## config.mk

```make
export PLATFORM = sky130hd
export DESIGN_NAME = run_det_ctrl
export DESIGN_NICKNAME = d
export VERILOG_FILES = /design/src/rtl/run_det_ctrl.sv
export SDC_FILE = /design/constraint.sdc
export NUM_CORES = 1
export LEC_CHECK = 0
export ABC_AREA = 1
export CAP_MARGIN = 40
export CORE_MARGIN = 3
export CORE_UTILIZATION = 50
export DETAILED_ROUTE_END_ITERATION = 8
export GPL_TIMING_DRIVEN = 1
export PLACE_DENSITY = 0.75
export SKIP_CTS_REPAIR_TIMING = 1
export SLEW_MARGIN = 10
export SYNTH_ARGS = -nofsm -noshare
export SYNTH_HDL_FRONTEND = slang
export SYNTH_SLANG_ARGS = --single-unit
```

## constraint.sdc

```tcl
create_clock -name clk -period 2.7 [get_ports clk]
set_input_delay 0.54 -clock clk [delete_from_list [all_inputs] [get_ports clk]]
set_output_delay 0.54 -clock clk [all_outputs]
set_load 0.01 [all_outputs]
```

## src/rtl/run_det_ctrl.sv

```systemverilog
// Serial run-length detector: flags N consecutive equal bits of a selected
// polarity (Mealy y), counts matches, and optionally stops after a target count.
module run_det_ctrl #(
  parameter int unsigned CNT_W = 8
) (
  input  logic             clk,
  input  logic             rst,
  input  logic             start,
  input  logic             abort,
  input  logic [2:0]       cfg_len,
  input  logic [1:0]       cfg_mode,
  input  logic [CNT_W-1:0] cfg_target,
  input  logic             x,
  output logic             y,
  output logic             busy,
  output logic             done,
  output logic [CNT_W-1:0] match_cnt
);

  localparam int unsigned LEN_W  = 3;
  localparam int unsigned MODE_W = 2;

  typedef enum logic [1:0] {
    S_IDLE = 2'd0,
    S_RUN  = 2'd1,
    S_DONE = 2'd2
  } state_e;

  state_e             state_q, state_d;
  logic [LEN_W-1:0]   len_q, len_d;
  logic [MODE_W-1:0]  mode_q, mode_d;
  logic [CNT_W-1:0]   tgt_q, tgt_d;
  logic [LEN_W-1:0]   rl_q, rl_d;
  logic               lb_q, lb_d;
  logic [CNT_W-1:0]   cnt_q, cnt_d;
  logic               busy_q, busy_d;
  logic               done_q, done_d;

  logic [LEN_W-1:0]   n_len;
  logic [LEN_W:0]     rl_inc;
  logic [LEN_W-1:0]   rl_adv;
  logic               mode_ok;
  logic               y_c;
  logic [CNT_W:0]     cnt_inc;
  logic [CNT_W-1:0]   cnt_sat;
  logic               tgt_hit;

  // Run-length tracking and the Mealy detect term
  always_comb begin
    n_len  = (len_q < LEN_W'(2)) ? LEN_W'(2) : len_q;
    rl_inc = {1'b0, rl_q} + (LEN_W+1)'(1);
    rl_adv = LEN_W'(1);
    if ((rl_q != '0) && (x == lb_q)) begin
      rl_adv = (rl_inc >= {1'b0, n_len}) ? n_len : rl_inc[LEN_W-1:0];
    end
    // mode 00 wants x=1, mode 01 wants x=0, mode 1x accepts both
    mode_ok = mode_q[1] | (x ^ mode_q[0]);
    y_c     = (state_q == S_RUN) && (rl_adv == n_len) && mode_ok;
    cnt_inc = {1'b0, cnt_q} + (CNT_W+1)'(1);
    cnt_sat = (&cnt_q) ? cnt_q : cnt_inc[CNT_W-1:0];
    tgt_hit = (tgt_q != '0) && y_c && (cnt_inc == {1'b0, tgt_q});
  end

  // Next-state and register updates
  always_comb begin
    state_d = state_q;
    len_d   = len_q;
    mode_d  = mode_q;
    tgt_d   = tgt_q;
    rl_d    = rl_q;
    lb_d    = lb_q;
    cnt_d   = cnt_q;

    case (state_q)
      S_IDLE: begin
        if (start) begin
          len_d   = cfg_len;
          mode_d  = cfg_mode;
          tgt_d   = cfg_target;
          rl_d    = '0;
          lb_d    = 1'b0;
          cnt_d   = '0;
          state_d = S_RUN;
        end
      end
      S_RUN: begin
        rl_d = rl_adv;
        lb_d = x;
        if (abort) begin
          state_d = S_IDLE;
        end else begin
          if (y_c) begin
            cnt_d = cnt_sat;
          end
          if (tgt_hit) begin
            state_d = S_DONE;
          end
        end
      end
      S_DONE: begin
        state_d = S_IDLE;
      end
      default: begin
        state_d = S_IDLE;
      end
    endcase

    busy_d = (state_d == S_RUN);
    done_d = (state_d == S_DONE);
  end

  always_ff @(posedge clk or negedge rst) begin
    if (!rst) begin
      state_q <= S_IDLE;
      len_q   <= '0;
      mode_q  <= '0;
      tgt_q   <= '0;
      rl_q    <= '0;
      lb_q    <= 1'b0;
      cnt_q   <= '0;
      busy_q  <= 1'b0;
      done_q  <= 1'b0;
    end else begin
      state_q <= state_d;
      len_q   <= len_d;
      mode_q  <= mode_d;
      tgt_q   <= tgt_d;
      rl_q    <= rl_d;
      lb_q    <= lb_d;
      cnt_q   <= cnt_d;
      busy_q  <= busy_d;
      done_q  <= done_d;
    end
  end

  assign y         = y_c;
  assign busy      = busy_q;
  assign done      = done_q;
  assign match_cnt = cnt_q;

endmodule

```

* After elaboration in Yosys (flattened, before gate mapping)
Cells that the tools add are included.
** Operators by class
- $add $sub $neg :: 2
- Order comparisons :: 2
- Eq/ne operators :: 10
- Mux-type cells :: 16
- Bitwise gates (word level) :: 2
- Reduce and logical (&&, ||, !) cells :: 13
** Operator list (number)
- two-way mux 8 bit :: 4
- one-hot mux 8 bit (2 select lines) :: 1
- two-way mux 3 bit :: 4
- adder 8 x 1 -> 9 bit (second input constant) :: 1
- == test 9 x 8 -> 1 bit :: 1
- inequality test 2 bit (second input constant) :: 4
- AND reduction 8 bit :: 1
- nonzero test 8 bit :: 1
- two-way mux 2 bit :: 3
- one-hot mux 3 bit (2 select lines) :: 1
- logical AND 1 bit :: 5
- AND reduction 5 bit :: 1
- adder 3 x 1 -> 4 bit (second input constant) :: 1
- == test 2 x 1 -> 1 bit (second input constant) :: 2
- >= comparator 4 x 3 -> 1 bit :: 1
- one-hot mux 2 bit (2 select lines) :: 1
- AND reduction 2 bit :: 2
- == test 3 bit :: 1
- < comparator 3 x 2 -> 1 bit (second input constant) :: 1
- nonzero test 3 bit :: 1
- == test 2 bit (second input constant) :: 1
- zero test 2 bit :: 1
- one-hot mux 1 bit (2 select lines) :: 1
- nonzero test 2 bit :: 1
- other kinds (4) :: 4
** Storage, ports and cells
- Register bits :: 29
- Input port bits :: 18

* Longest topological paths before layout
Gate-level depths: netlist of run 1.
- Depth in word-level cells :: 14
- Depth in mapped cells :: 18
- Gate-level depth less buffers :: 18

* Least setup slack after synthesis of run 1
Ideal clock, no wire load.
- Path kind :: reg-to-output
- Start :: reg rl_q[0]
- End :: out y
- Arrival :: 1.809 ns
- Required time :: 2.160 ns
- Setup slack :: 0.351 ns
- Stages on the path, launching flop included :: 14
- Cells stage by stage :: dfrtp_1 inv_1 ha_1 ha_1 nand2_1 nand2_1 nand2_1 nand3_1 nand2_2 nand2_1 nand2_2 nor2_4 nand2_4 inv_1
** Between the ends
- Longest elaborated chain between the ends :: 7
- Elaborated cells between the ends (all ways) :: 9
- Those cells by class :: add/sub (1); order compare (1); eq/ne (1); mux (2); reduce/logical (4)
** RTL lines
- start, declared :: line 33 : logic [LEN_W-1:0] rl_q, rl_d;
- start signal, assigned :: line 128 : rl_q <= rl_d;
- adder 3 x 1 -> 4 bit :: line 51 : rl_inc = {1'b0, rl_q} + (LEN_W+1)'(1);
- >= comparator 4 x 3 -> 1 bit :: line 54 : rl_adv = (rl_inc >= {1'b0, n_len}) ? n_len : rl_inc[LEN_W-1:0];
- two-way mux 3 bit :: line 54
- two-way mux 3 bit (*) :: line 53 : if ((rl_q != '0) && (x == lb_q)) begin
- == test 3 bit (*) :: line 58 : y_c = (state_q == S_RUN) && (rl_adv == n_len) && mode_ok;
- logical AND 1 bit (*) (2 in a row) :: line 58
- end, declared :: line 14 : output logic y,
Every way passes the cells marked *; elsewhere a longest branch is shown, timed or not.

* Worst setup path in the final report of run 1
- Start :: reg rl_q[1]
- End :: out y
Same word-level chain as after synthesis.

==> flow_summary.toml, run 1 <==
[timing]
grt_setup_unrepaired = "yes"
worst_pin_slew_ps = 487.2
slew_violations = 0
slew_headroom_pct = 67.51
hold_ws_ps = 523.7
setup_viol = 0
min_period_over_period_pct = 99.92
hold_violations = 0
skew_ps = 18.65
min_period_ps = 2698
fmax_ghz = 0.3707

[finish]
diodes = 0
register_area_sq_um = 725.7
post-route-util_pct = 71.43
finalNonFillerCells = 333
final_cell_area_sq_um = 2421
final_common_cell = "nand2_1"
area_delta_synth_final_pct = 34.94
final_cell_mix = "nand2_1 (50), nor2_1 (29), dfrtp_1 (29), inv_1 (28), clkdlybuf4s50_1 (27)"
nFillCells = 259
multi_input_area_sq_um = 1020
drive_gt1_share_pct = 24.74
nets = 311

[placement]
placed_area_sq_um = 2247
gp_congestion = 0.8802
numPortBuffers = 28
dpl.hpwl_um = 2920
dp_cells = 323

[floorplan]
num_rows = 21
die-height_um = 65.91
pin_count = 29
die_area_sq_um = 4343
die_w_um = 65.91
coreArea_sq_um = 3390
start_util_pct = 52.93

[cts]
clk_transition_reported_paths_ps = 100
root_buffer = "clkbuf_4"
clock_sinks = 29
cts_buffer_depth = 2
clock_latency_ps = 340
cts-htree-levels = 2
numCtsBuffers = 5
tritoncts = "yes"

[setup_path]
r2r_end = "match_cnt[1]$_DFFE_PN0P_"
worstPathArrival_ps = 2160
worstPathRequired_ps = 2160
cp-start-kind = "register"
crit_fanout = 3
timing.reg2reg.setup_slack_ps = 430
path_class = "reg -> out"
reg2regPathDepth = 17
r2r_start = "rl_q[1]$_DFFE_PN0P_"
critPathCaptureType = "output port"

[synthesis]
synth_warnings = 0
syn_inst = 235
syn_area_per_cell_sq_um = 7.635
synthAdderAreaFrac_pct = 4.184
synth_compound_area_share_pct = 8.229
synth_top_family_by_area = "simple AND/OR/NAND/NOR gates"
synth_cell_types = 29
yosysSeqAreaShare_pct = 40.45
muxShareOfSynthArea_pct = 4.393
synth-xor-area-share_pct = 0.9763
synth_fp_nets = 259
synth_seq_cells = 29
syn-cell-area_sq_um = 1794
yosys.area_share.simple_pct = 33.75

[global_route]
grt_usage_pct = 20.97
grt_overflow_total = 0
grt_pass1_vias = 1627
antenna_found_initial = 0
grt_max_degree = 30
grt_pass1_wl_um = 6913

[detailed_routing]
ant_nets = 0
wl_um = 4185
drt_first_pass_iters = 4
avgRoutedWirePerCell_um = 12.57
drc_errors = 0
routed_via_density = 5.120
drtIter0Drc = 123
dr_total_vias = 1705

[pwr]
power_density_nw_per_um2 = 789.7
p_leak_nw = 1.180
ir_drop_uv = 442.1

[outcome]
status = "finished clean"

[hold_path]
whs_endpoint = "mode_q[1]$_DFFE_PN0P_"
holdPathStages = 1
hold_start = "mode_q[1]$_DFFE_PN0P_"
hp-class = "reg -> reg"

[run]
maxCapViolations = 0
## Yosys cell counts
| cell type | n | area share [%] |
|---|---|---|
| a21oi_4 | 1 | 0.91 |
| inv_1 | 33 | 6.9 |
| nand4_1 | 8 | 2.8 |
| a21oi_1 | 7 | 2.0 |
| clkbuf_1 | 2 | 0.42 |
| nor2_2 | 1 | 0.35 |
| o21ai_1 | 1 | 0.28 |
| o21ai_0 | 10 | 2.8 |
| o22ai_1 | 1 | 0.35 |
| nand3_2 | 1 | 0.56 |
| mux2_2 | 7 | 4.4 |
| o32ai_1 | 2 | 0.98 |
| nand3_1 | 19 | 5.3 |
| xor2_1 | 2 | 0.98 |
| nand3b_1 | 1 | 0.42 |
| nand2_2 | 8 | 2.8 |
| nor2_1 | 29 | 6.1 |
| ha_1 | 6 | 4.2 |
| inv_2 | 2 | 0.42 |
| nor2_4 | 1 | 0.63 |
| nor3_1 | 3 | 0.84 |
| nand2_8 | 1 | 1.1 |
| or2_2 | 1 | 0.35 |
| buf_2 | 1 | 0.28 |
| dfrtp_1 | 29 | 40 |
| nand2_4 | 2 | 1.3 |
| nand2_1 | 54 | 11 |
| o21ai_2 | 1 | 0.49 |
| a21oi_2 | 1 | 0.49 |
## registers in the layout, summed over array words and instances (netlist names)
| name | flops |
|---|---|
| tgt_q | 8 |
| mode_q | 2 |
| match_cnt | 8 |
| lb_q | 1 |
| state_q | 2 |
| done | 1 |
| busy | 1 |
| len_q | 3 |
| rl_q | 3 |
## cell families (layout without fill, tap and decap cells)
family | count (synthesis) | count (layout)
xor+xnor | 2 | 2
simple gates | 129 | 129
mux | 7 | 7
buf+inv | 38 | 90
fa+ha+maj | 6 | 6
flops | 29 | 29
compound gates | 24 | 24
## layer usage
layer | vias up | global-route usage [%] | part of all wire [%]
met5 | - | 0 | 0
met4 | 0 | 7.513 | 1.1
met3 | 6 | 5.612 | 7.2
met2 | 55 | 34.04 | 48
met1 | 783 | 26.67 | 44
li1 | 861 | - | -
## how the worst max path moves through the flow
stage | start | endpoint | slack (ps) | depth (start not counted)
after detailed placement | x | y | -200 | 10
after global placement | x | y | -150 | 10
final | rl_q[1]$_DFFE_PN0P_ | y | 2 | 14
after CTS | rl_q[0]$_DFFE_PN0P_ | y | -510 | 14
after floorplan | rl_q[0]$_DFFE_PN0P_ | y | 350 | 13
after global routing | rl_q[1]$_DFFE_PN0P_ | y | -140 | 14
## where the power goes
group | internal [mW] | switching, mW | leakage [nW] | total (mW)
combinational | 0.489 | 0.549 | 0.788 | 1.04
sequential | 0.514 | 0.0886 | 0.361 | 0.603
clock | 0.123 | 0.149 | 0.0314 | 0.272
## per-stage QoR
step,power (mW),setup slack [ps],TNS (ps)
detailed placement,1.442,-200.1,-200.1
global placement,1.425,-151.5,-151.5
finish,1.912,2.234,0
global route,2.072,-136.9,-136.9
CTS,1.717,-511.6,-511.6
floorplan,1.117,351.5,0
## layout make-up
type	instances	share of cell area, %
clock buffers	7	2.274
inverters	35	5.426
multi-input cells	168	42.12
flip-flops and latches	29	29.97
well taps	46	2.377
repair buffers	48	17.83
## worst max-delay path, cell delays in order, from the launching register on
cell and delay (ps):
dfrtp_1 430, inv_2 100, ha_4 210, ha_1 260, nand2_1 50, nand2_2 120
nand2_4 80, nand3_2 60, nand2_1 50, nand2_1 90, nand2_2 60, nor2_4 120
nand2_4 60, inv_2 60, buf_6 90
Power figures use the tool's default switching activity.
==> inputs of run 2 (changes only) <==
Settings changed: SLEW_MARGIN 10 to 25.
Clock period 2.7 ns to 3.1 ns, I/O delays scaled along.
==> flow_summary.toml, run 2 (same netlist as run 1, synthesis figures left out) <==
[outcome]
status = "finished clean"

[cts]
root_buffer = "clkbuf_4"
tritoncts = "yes"
clock_latency_ps = 330
clock_sinks = 29
cts_buffer_depth = 2
numCtsBuffers = 5
cts-htree-levels = 2
clk_transition_reported_paths_ps = 90

[placement]
gp_congestion = 0.8322
numPortBuffers = 28
dpl.hpwl_um = 2834

[timing]
setup_viol = 0
slew_headroom_pct = 68.21
worst_pin_slew_ps = 476.8
min_period_over_period_pct = 91.53
min_period_ps = 2837
slew_violations = 0
skew_ps = 23.65
grt_setup_unrepaired = "no"
hold_violations = 0
fmax_ghz = 0.3524

[setup_path]
crit_fanout = 4
cp-start-kind = "register"
path_class = "reg -> out"
critPathCaptureType = "output port"
worstPathArrival_ps = 2220
worstPathRequired_ps = 2480

[floorplan]
num_rows = 21
pin_count = 29
die_w_um = 65.91
coreArea_sq_um = 3390
die_area_sq_um = 4343
die-height_um = 65.91
start_util_pct = 52.93

[pwr]
p_leak_nw = 1.144
total_power_mw = 1.428
ir_drop_uv = 353.6
power_density_nw_per_um2 = 627.4

[global_route]
grt_usage_pct = 19.63
grt_pass1_wl_um = 6555
grt_max_degree = 30
grt_overflow_total = 0
grt_pass1_vias = 1510
antenna_found_initial = 0

[hold_path]
hp-class = "reg -> reg"

[detailed_routing]
avgRoutedWirePerCell_um = 11.54
wl_um = 3738
drt_first_pass_iters = 4
drc_errors = 0
dr_total_vias = 1578
ant_nets = 0
routed_via_density = 4.870
drtIter0Drc = 139

[finish]
post-route-util_pct = 67.15
diodes = 0
final_cell_mix = "nand2_1 (54), inv_1 (33), nor2_1 (29), dfrtp_1 (29), clkdlybuf4s50_1 (27)"
drive_gt1_share_pct = 16.91
final_common_cell = "nand2_1"
area_delta_synth_final_pct = 26.85
nets = 301

[run]
maxCapViolations = 0
run 2: cell types whose count changed in the layout (fill, tap and decap cells not counted), sizes merged:
cell / previous run / this run
clkbuf: 7 / 6
clkinv: 0 / 2
dlymetal6s2s: 0 / 1
buf: 21 / 10
run 2: through the flow:
stage	hold slack, ps	TNS [ps]	cell area (sq um)	instances	worst slack, ps
after floorplan	324.4	0	1794	235	671.5
after global placement	486.5	0	2172	313	80.85
after detailed placement	508.3	0	2172	313	60.07
after CTS	529.2	-195.6	2223	321	-195.6
after global routing	548.8	0	2276	324	64.05
final	531.4	0	2276	324	262.6
run 2: final timing paths:
kind	startpoint	endpoint	slack [ps]	cells past startpoint
worst max-delay path	rl_q[0]$_DFFE_PN0P_	y	260	12
worst min-delay path	mode_q[1]$_DFFE_PN0P_	mode_q[1]$_DFFE_PN0P_	530	1
worst max register to register	rl_q[0]$_DFFE_PN0P_	match_cnt[5]$_DFFE_PN0P_	810	17
worst min register to register	mode_q[1]$_DFFE_PN0P_	mode_q[1]$_DFFE_PN0P_	530	1
max in group asynchronous	rst	rl_q[2]$_DFFE_PN0P_	2150	2
min in group asynchronous	rst	match_cnt[4]$_DFFE_PN0P_	660	2
run 2: routing by layer:
metal	routed length [um]	GRT usage [%]	up-vias
li1	-	-	838
met1	1871	26.89	698
met2	1661	30.91	38
met3	175	4.592	4
met4	29	5.440	0
met5	0	0	-
run 2: critical path, cell delays in order, from the launching register on:
cell	delay (ps)
dfrtp_1	400
inv_1	140
ha_4	230
ha_1	280
nand2_1	70
nand2_1	70
a21oi_2	210
nand4_1	110
nand2_1	110
nor2_2	50
nand2_4	50
inv_1	30
dlymetal6s2s_1	160
run 2: final cells by class:
class / count / area (sq um)
flip-flops and latches: 29 / 725.7
repair buffers: 38 / 361.6
clock inverters: 2 / 10.01
fillers: 298 / 1114
inverters: 35 / 131.4
multi-input cells: 168 / 948.4
well taps: 46 / 57.56
clock buffers: 6 / 41.29
run 2: power breakdown:
group / switching [mW] / total [mW] / leakage, nW / internal, mW
Clock: 0.130 / 0.217 / 0.0320 / 0.0863
Sequential: 0.0713 / 0.519 / 0.361 / 0.448
Combinational: 0.384 / 0.692 / 0.751 / 0.308
==> inputs of run 3 (changes only) <==
Settings changed: SETUP_SLACK_MARGIN set to 0.02.
==> results of run 3 <==
No change in the layout: final DEF, timing and power equal those of run 2.
